$ cat src/rtl/race_tree_if.sv
// Lane-sensor and light-tree signal bundle for the two-lane race start controller.
// The slave side is the controller; the master side is whatever drives the sensors.
interface race_tree_if #(
  parameter int TIMER_W = 16
);
  logic               start;
  logic [1:0]         staged;
  logic [1:0]         finish;
  logic               red;
  logic               yellow;
  logic               green;
  logic [1:0]         amber_idx;
  logic [1:0]         foul;
  logic [1:0]         winner;
  logic               done;
  logic [TIMER_W-1:0] et0;
  logic [TIMER_W-1:0] et1;

  modport slave (
    input  start, staged, finish,
    output red, yellow, green, amber_idx, foul, winner, done, et0, et1
  );

  modport master (
    output start, staged, finish,
    input  red, yellow, green, amber_idx, foul, winner, done, et0, et1
  );
endinterface

$ cat src/rtl/race_tree_sequencer.sv
// Two-lane drag-race start controller: sequences the light tree, latches fouls,
// times each lane from green to finish and declares the winner (Moore outputs).
module race_tree_sequencer #(
  parameter int YELLOW_CYCLES  = 4,
  parameter int NUM_AMBER      = 3,
  parameter int TIMER_W        = 16,
  parameter int TIMEOUT_CYCLES = 1000
) (
  input logic        clk,
  input logic        reset_n,
  race_tree_if.slave bus
);
  localparam int                 YCW    = $clog2(YELLOW_CYCLES) + 1;
  localparam logic [YCW-1:0]     Y_LAST = YCW'(YELLOW_CYCLES - 1);
  localparam logic [1:0]         A_LAST = 2'(NUM_AMBER);
  localparam logic [TIMER_W-1:0] T_MAX  = TIMER_W'(TIMEOUT_CYCLES);

  typedef enum logic [1:0] {IDLE, AMBER, RUN, RESULT} state_t;

  state_t             state_reg, state_next;
  logic [YCW-1:0]     ycnt_reg, ycnt_next;
  logic [1:0]         amber_idx_reg, amber_idx_next;
  logic [1:0]         foul_reg, foul_next;
  logic [1:0]         winner_reg, winner_next;
  logic [1:0]         fin_reg, fin_next;
  logic               seen_low_reg, seen_low_next;
  logic [TIMER_W-1:0] et_reg  [2];
  logic [TIMER_W-1:0] et_next [2];
  logic [1:0]         fin_hit;
  logic [1:0]         tmo_hit;
  logic               clear_results;

  // A start held over from arming must be released once inside RESULT before it clears.
  assign clear_results = (state_reg == RESULT) && bus.start && seen_low_reg;

  generate
    for (genvar gi = 0; gi < 2; gi++) begin : g_lane
      logic running;

      assign running      = (state_reg == RUN) && !foul_reg[gi] && !fin_reg[gi];
      assign fin_hit[gi]  = running && bus.finish[gi];
      assign tmo_hit[gi]  = running && !bus.finish[gi] && (et_reg[gi] == T_MAX);
      assign fin_next[gi] = clear_results ? 1'b0 : (fin_reg[gi] | fin_hit[gi]);
      assign et_next[gi]  = clear_results ? '0 :
                            (running && !bus.finish[gi] && (et_reg[gi] != T_MAX)) ?
                            et_reg[gi] + TIMER_W'(1) : et_reg[gi];

      always_ff @(posedge clk or negedge reset_n) begin
        if (!reset_n) begin
          et_reg[gi] <= '0;
        end else begin
          et_reg[gi] <= et_next[gi];
        end
      end
    end
  endgenerate

  always_ff @(posedge clk or negedge reset_n) begin
    if (!reset_n) begin
      state_reg     <= IDLE;
      ycnt_reg      <= '0;
      amber_idx_reg <= '0;
      foul_reg      <= '0;
      winner_reg    <= '0;
      fin_reg       <= '0;
      seen_low_reg  <= 1'b0;
    end else begin
      state_reg     <= state_next;
      ycnt_reg      <= ycnt_next;
      amber_idx_reg <= amber_idx_next;
      foul_reg      <= foul_next;
      winner_reg    <= winner_next;
      fin_reg       <= fin_next;
      seen_low_reg  <= seen_low_next;
    end
  end

  always_comb begin
    state_next     = state_reg;
    ycnt_next      = ycnt_reg;
    amber_idx_next = amber_idx_reg;
    foul_next      = foul_reg;
    winner_next    = winner_reg;
    seen_low_next  = seen_low_reg;

    case (state_reg)
      IDLE: begin
        if (bus.start && (bus.staged == 2'b11)) begin
          state_next     = AMBER;
          ycnt_next      = '0;
          amber_idx_next = 2'd1;
        end
      end

      AMBER: begin
        // Fouls latch even on the final amber edge; a double foul ends the race at once.
        foul_next = foul_reg | ~bus.staged;
        if (foul_next == 2'b11) begin
          state_next     = RESULT;
          amber_idx_next = '0;
          seen_low_next  = 1'b0;
        end else if (ycnt_reg == Y_LAST) begin
          ycnt_next = '0;
          if (amber_idx_reg == A_LAST) begin
            state_next     = RUN;
            amber_idx_next = '0;
          end else begin
            amber_idx_next = amber_idx_reg + 2'd1;
          end
        end else begin
          ycnt_next = ycnt_reg + YCW'(1);
        end
      end

      RUN: begin
        if (winner_reg == 2'b00) begin
          winner_next = fin_hit;
        end
        if ((&(foul_reg | fin_reg | fin_hit)) || (|tmo_hit)) begin
          state_next    = RESULT;
          seen_low_next = 1'b0;
        end
      end

      RESULT: begin
        if (!bus.start) begin
          seen_low_next = 1'b1;
        end
        if (clear_results) begin
          state_next    = IDLE;
          foul_next     = '0;
          winner_next   = '0;
          seen_low_next = 1'b0;
        end
      end

      default: state_next = IDLE;
    endcase
  end

  assign bus.red       = (state_reg == IDLE) || (state_reg == RESULT);
  assign bus.yellow    = (state_reg == AMBER);
  assign bus.green     = (state_reg == RUN);
  assign bus.done      = (state_reg == RESULT);
  assign bus.amber_idx = amber_idx_reg;
  assign bus.foul      = foul_reg;
  assign bus.winner    = winner_reg;
  assign bus.et0       = et_reg[0];
  assign bus.et1       = et_reg[1];
endmodule
$ cat src/flat_wrapper.sv
// flat-port wrapper written by rule: the top's interface ports become plain ports
module race_tree_sequencer_flat 
#(
  parameter int YELLOW_CYCLES  = 4,
  parameter int NUM_AMBER      = 3,
  parameter int TIMER_W        = 16,
  parameter int TIMEOUT_CYCLES = 1000
)
  (clk, reset_n, bus_start, bus_staged, bus_finish, bus_red, bus_yellow, bus_green, bus_amber_idx, bus_foul, bus_winner, bus_done, bus_et0, bus_et1);
  race_tree_if #(.TIMER_W(TIMER_W)) bus_i ();
  input logic clk;
  input logic reset_n;
  input wire logic [$bits(bus_i.start)-1:0] bus_start;
  input wire logic [$bits(bus_i.staged)-1:0] bus_staged;
  input wire logic [$bits(bus_i.finish)-1:0] bus_finish;
  output wire logic [$bits(bus_i.red)-1:0] bus_red;
  output wire logic [$bits(bus_i.yellow)-1:0] bus_yellow;
  output wire logic [$bits(bus_i.green)-1:0] bus_green;
  output wire logic [$bits(bus_i.amber_idx)-1:0] bus_amber_idx;
  output wire logic [$bits(bus_i.foul)-1:0] bus_foul;
  output wire logic [$bits(bus_i.winner)-1:0] bus_winner;
  output wire logic [$bits(bus_i.done)-1:0] bus_done;
  output wire logic [$bits(bus_i.et0)-1:0] bus_et0;
  output wire logic [$bits(bus_i.et1)-1:0] bus_et1;
  assign bus_i.start = bus_start;
  assign bus_i.staged = bus_staged;
  assign bus_i.finish = bus_finish;
  assign bus_red = bus_i.red;
  assign bus_yellow = bus_i.yellow;
  assign bus_green = bus_i.green;
  assign bus_amber_idx = bus_i.amber_idx;
  assign bus_foul = bus_i.foul;
  assign bus_winner = bus_i.winner;
  assign bus_done = bus_i.done;
  assign bus_et0 = bus_i.et0;
  assign bus_et1 = bus_i.et1;
  race_tree_sequencer #(.YELLOW_CYCLES(YELLOW_CYCLES), .NUM_AMBER(NUM_AMBER), .TIMER_W(TIMER_W), .TIMEOUT_CYCLES(TIMEOUT_CYCLES)) u_core (.clk(clk), .reset_n(reset_n), .bus(bus_i));
endmodule
$ cat config.mk
export PLATFORM = sky130hd
export DESIGN_NAME = race_tree_sequencer_flat
export DESIGN_NICKNAME = d
export VERILOG_FILES = /design/src/rtl/race_tree_if.sv /design/src/rtl/race_tree_sequencer.sv /design/src/flat_wrapper.sv
export SDC_FILE = /design/constraint.sdc
export NUM_CORES = 1
export LEC_CHECK = 0
export BUFFER_PORTS_ARGS = -buffer_cell sky130_fd_sc_hd__buf_4
export CORE_MARGIN = 4
export CORE_UTILIZATION = 50
export CTS_CLUSTER_DIAMETER = 60
export DETAILED_ROUTE_END_ITERATION = 10
export GPL_TIMING_DRIVEN = 0
export PLACE_DENSITY = 0.76
export SKIP_CTS_REPAIR_TIMING = 1
export SLEW_MARGIN = 5
export SYNTH_ARGS = -nofsm -noshare
export SYNTH_HDL_FRONTEND = slang
export SYNTH_SLANG_ARGS = --single-unit
$ cat constraint.sdc
create_clock -name clk -period 2.05 [get_ports clk]
set_input_delay 0.615 -clock clk [delete_from_list [all_inputs] [get_ports clk]]
set_output_delay 0.615 -clock clk [all_outputs]
set_load 0.05 [all_outputs]
==> qor.yml <==
drt-total-wl_um: 5710
worstMarginPinSlew_ns: 0.583
numPortBuffers: 48
drv_slew: 0
power.switching_uw: 1700
synthAdderAreaFrac: 0.0494
min_period_over_period: 1.02
final_area_sq_um: 3260
grt-ovfl-total: 0
rows: 25
finalSetupTns_ns: -0.0326
via_count: 2186
antenna_cells: 0
core_sq_um: 4820
crit_path_start_kind: "register"
hp-class: "primary input to asynchronous set/reset pin"
synthSimpleGateAreaFrac: 0.281
numCtsBuffers: 5
rrSetupSlack_ns: -0.03
violations: "negative setup slack"
hold_viol_final: 0
vias_per_cell: 5.38
cts_tree: "yes"
cp-end-kind: "register"
nFillCells: 405
final_antenna_net_count: 0
multi_input_area_sq_um: 1400
ctsLongestPathBuffers: 2
pre_cts_slack_ns: -0.278
gp_congestion: 0.812
dpl-instance-area_sq_um: 2990
synth_compound_area_frac: 0.0810
synth-edff-count: 0
fin_ws_ns: -0.0326
fin_nets: 356
drtIter0Drc: 148
setup_viol: 1
routedWlPerCell_um: 14.1
synth-seq-cells: 46
leakagePower_uw: 0.00156
reg2reg_from: "u_core.state_reg[0]"
place_hpwl_um: 4000
register_area_sq_um: 1150
cp_max_fo: 8
drcViolationCount: 0
die_w_um: 79.2
drive_gt1_frac: 0.274
powerDensity_nw_per_um2: 1160
clock_latency_ns: 0.30
die_area_sq_um: 6270
synth_xor_area_frac: 0.0830
power.internal_uw: 2090
clock_skew_ns: 0.00949
muxShareOfSynthArea: 0.0168
crit_start: "u_core.state_reg[0]"
grt_pass1_vias: 1947
yosys-top-cells-area: "dfrtp_1 45%, nor2_1 6.8%, xnor2_1 5.5%"
dr.pass1.iters: 4
clkTransAtPathRegs_ns: 0.08
synth_top_family_by_area: "simple AND/OR/NAND/NOR gates"
yosys_warnings: 0
ys_top_cells_by_count: "46 x dfrtp_1, 46 x nor2_1, 17 x nand2_1"
antenna_found_initial: 0
ys.flop_type: "dfrtp_1"
power.clock.fraction: 0.138
cts.sinks: 46
grt_pass1_wl_um: 9210
crit_type: "register to register"
cts_root_buf: "clkbuf_8"
syn2layout_area_growth_pct: 28.9
p_comb_frac: 0.520
finalPower_uw: 3780
syn_nets: 291
synth.distinct_cells: 40
synth.avg_cell_area_sq_um: 9.24
rsz0062_at_grt: "true"
max_cap_viol_count: 0
async_flop_share: 1.00
holdWs_ns: 0.308
required_ns: 2.28
initial_core_util: 0.526
die_h_um: 79.2
fin_crit_ns: 2.08
syn_inst: 274
swShare: 0.448
cp.arrival_ns: 2.31
yosysSeqAreaShare: 0.455
synth_area_sq_um: 2530
max_slew_margin: 0.611
max_freq_mhz: 480
synth_top_area_frac: 0.455
p_seq_frac: 0.342
vdd_drop_max_mv: 1.19
grt_use_total: 0.185
outcome: "finished, violations left"
cts-htree-levels: 2
ios: 49
yosysTopAreaCell: "dfrtp_1"
grt_max_degree: 47
==> metal layers <==
| metal | up-vias | part of all wire | global-route usage |
|---|---|---|---|
| li1 | 1072 | - | - |
| met1 | 1065 | 0.44 | 0.232 |
| met2 | 44 | 0.51 | 0.319 |
| met3 | 5 | 0.040 | 0.0408 |
| met4 | 0 | 0.0095 | 0.0515 |
| met5 | - | 0 | 0 |
==> cell type report <==
cell class | instances | share of cell area
Clock buffer | 7 | 0.0234
Buffer | 6 | 0.0104
Tap cell | 67 | 0.0257
Timing Repair Buffer | 59 | 0.140
Inverter | 16 | 0.0184
Multi-Input combinational cell | 205 | 0.429
Sequential cell | 46 | 0.353
==> power groups by stage <==
stage	clock network [uW]	logic (uW)	registers [uW]
final	521	1970	1290
after floorplan	0	1000	1610
after global routing	574	2120	1330
after CTS	535	1780	1290
after detailed placement	0	1770	1310
after global placement	0	1740	1310
==> worst paths after layout <==
kind	endpoint	cells after the start
min in group clk	u_core.ycnt_reg[2]	1
max in group asynchronous	u_core.fin_reg[0]	1
max	u_core.bus.et0[10]	7
max reg2reg	u_core.bus.et0[10]	7
min	u_core.bus.et1[10]	1
min reg2reg	u_core.ycnt_reg[2]	1
==> worst max-delay path, cell delays in order, from the launching register on <==
cell and delay (ns):
dfrtp_1 0.41, inv_2 0.10, ha_4 0.18, or4b_4 0.46, buf_6 0.14, or2_4 0.24
or3_4 0.34, a21oi_2 0.14
==> logic make-up after synthesis <==
kind of cell,Yosys count
AND/OR/NAND/NOR,131
multiplexers,4
AO/OA/AOI/OAI,36
XOR/XNOR,24
flip-flops,46
adder cells (fa/ha/maj),10
buffers and inverters,23
==> per-stage QoR <==
stage / util / std cells
2_1_floorplan: - / 274
3_3_place_gp: 0.621 / 389
3_5_place_dp: 0.621 / 389
4_1_cts: 0.637 / 396
5_1_grt: 0.677 / 406
6_report: 0.677 / 406
==> cells in the final DEF (no fill, tap or decap), drive strengths merged, types with 2 or more instances in the layout <==
| cell | count |
|---|---|
| and3 | 5 |
| and2 | 3 |
| mux2 | 2 |
| nor4b | 5 |
| nand2 | 17 |
| or3 | 6 |
| xor2 | 8 |
| and4 | 2 |
| dfrtp | 46 |
| nor3b | 2 |
| a2bb2oi | 3 |
| mux2i | 2 |
| ha | 10 |
| nor2 | 46 |
| nor4 | 3 |
| clkbuf | 12 |
| nand4 | 7 |
| xnor2 | 16 |
| nand2b | 2 |
| o21ai | 13 |
| nand3 | 13 |
| nand3b | 2 |
| nor2b | 3 |
| a21oi | 16 |
| buf | 60 |
| inv | 16 |
| nor3 | 9 |
Power figures use the tool's default switching activity.
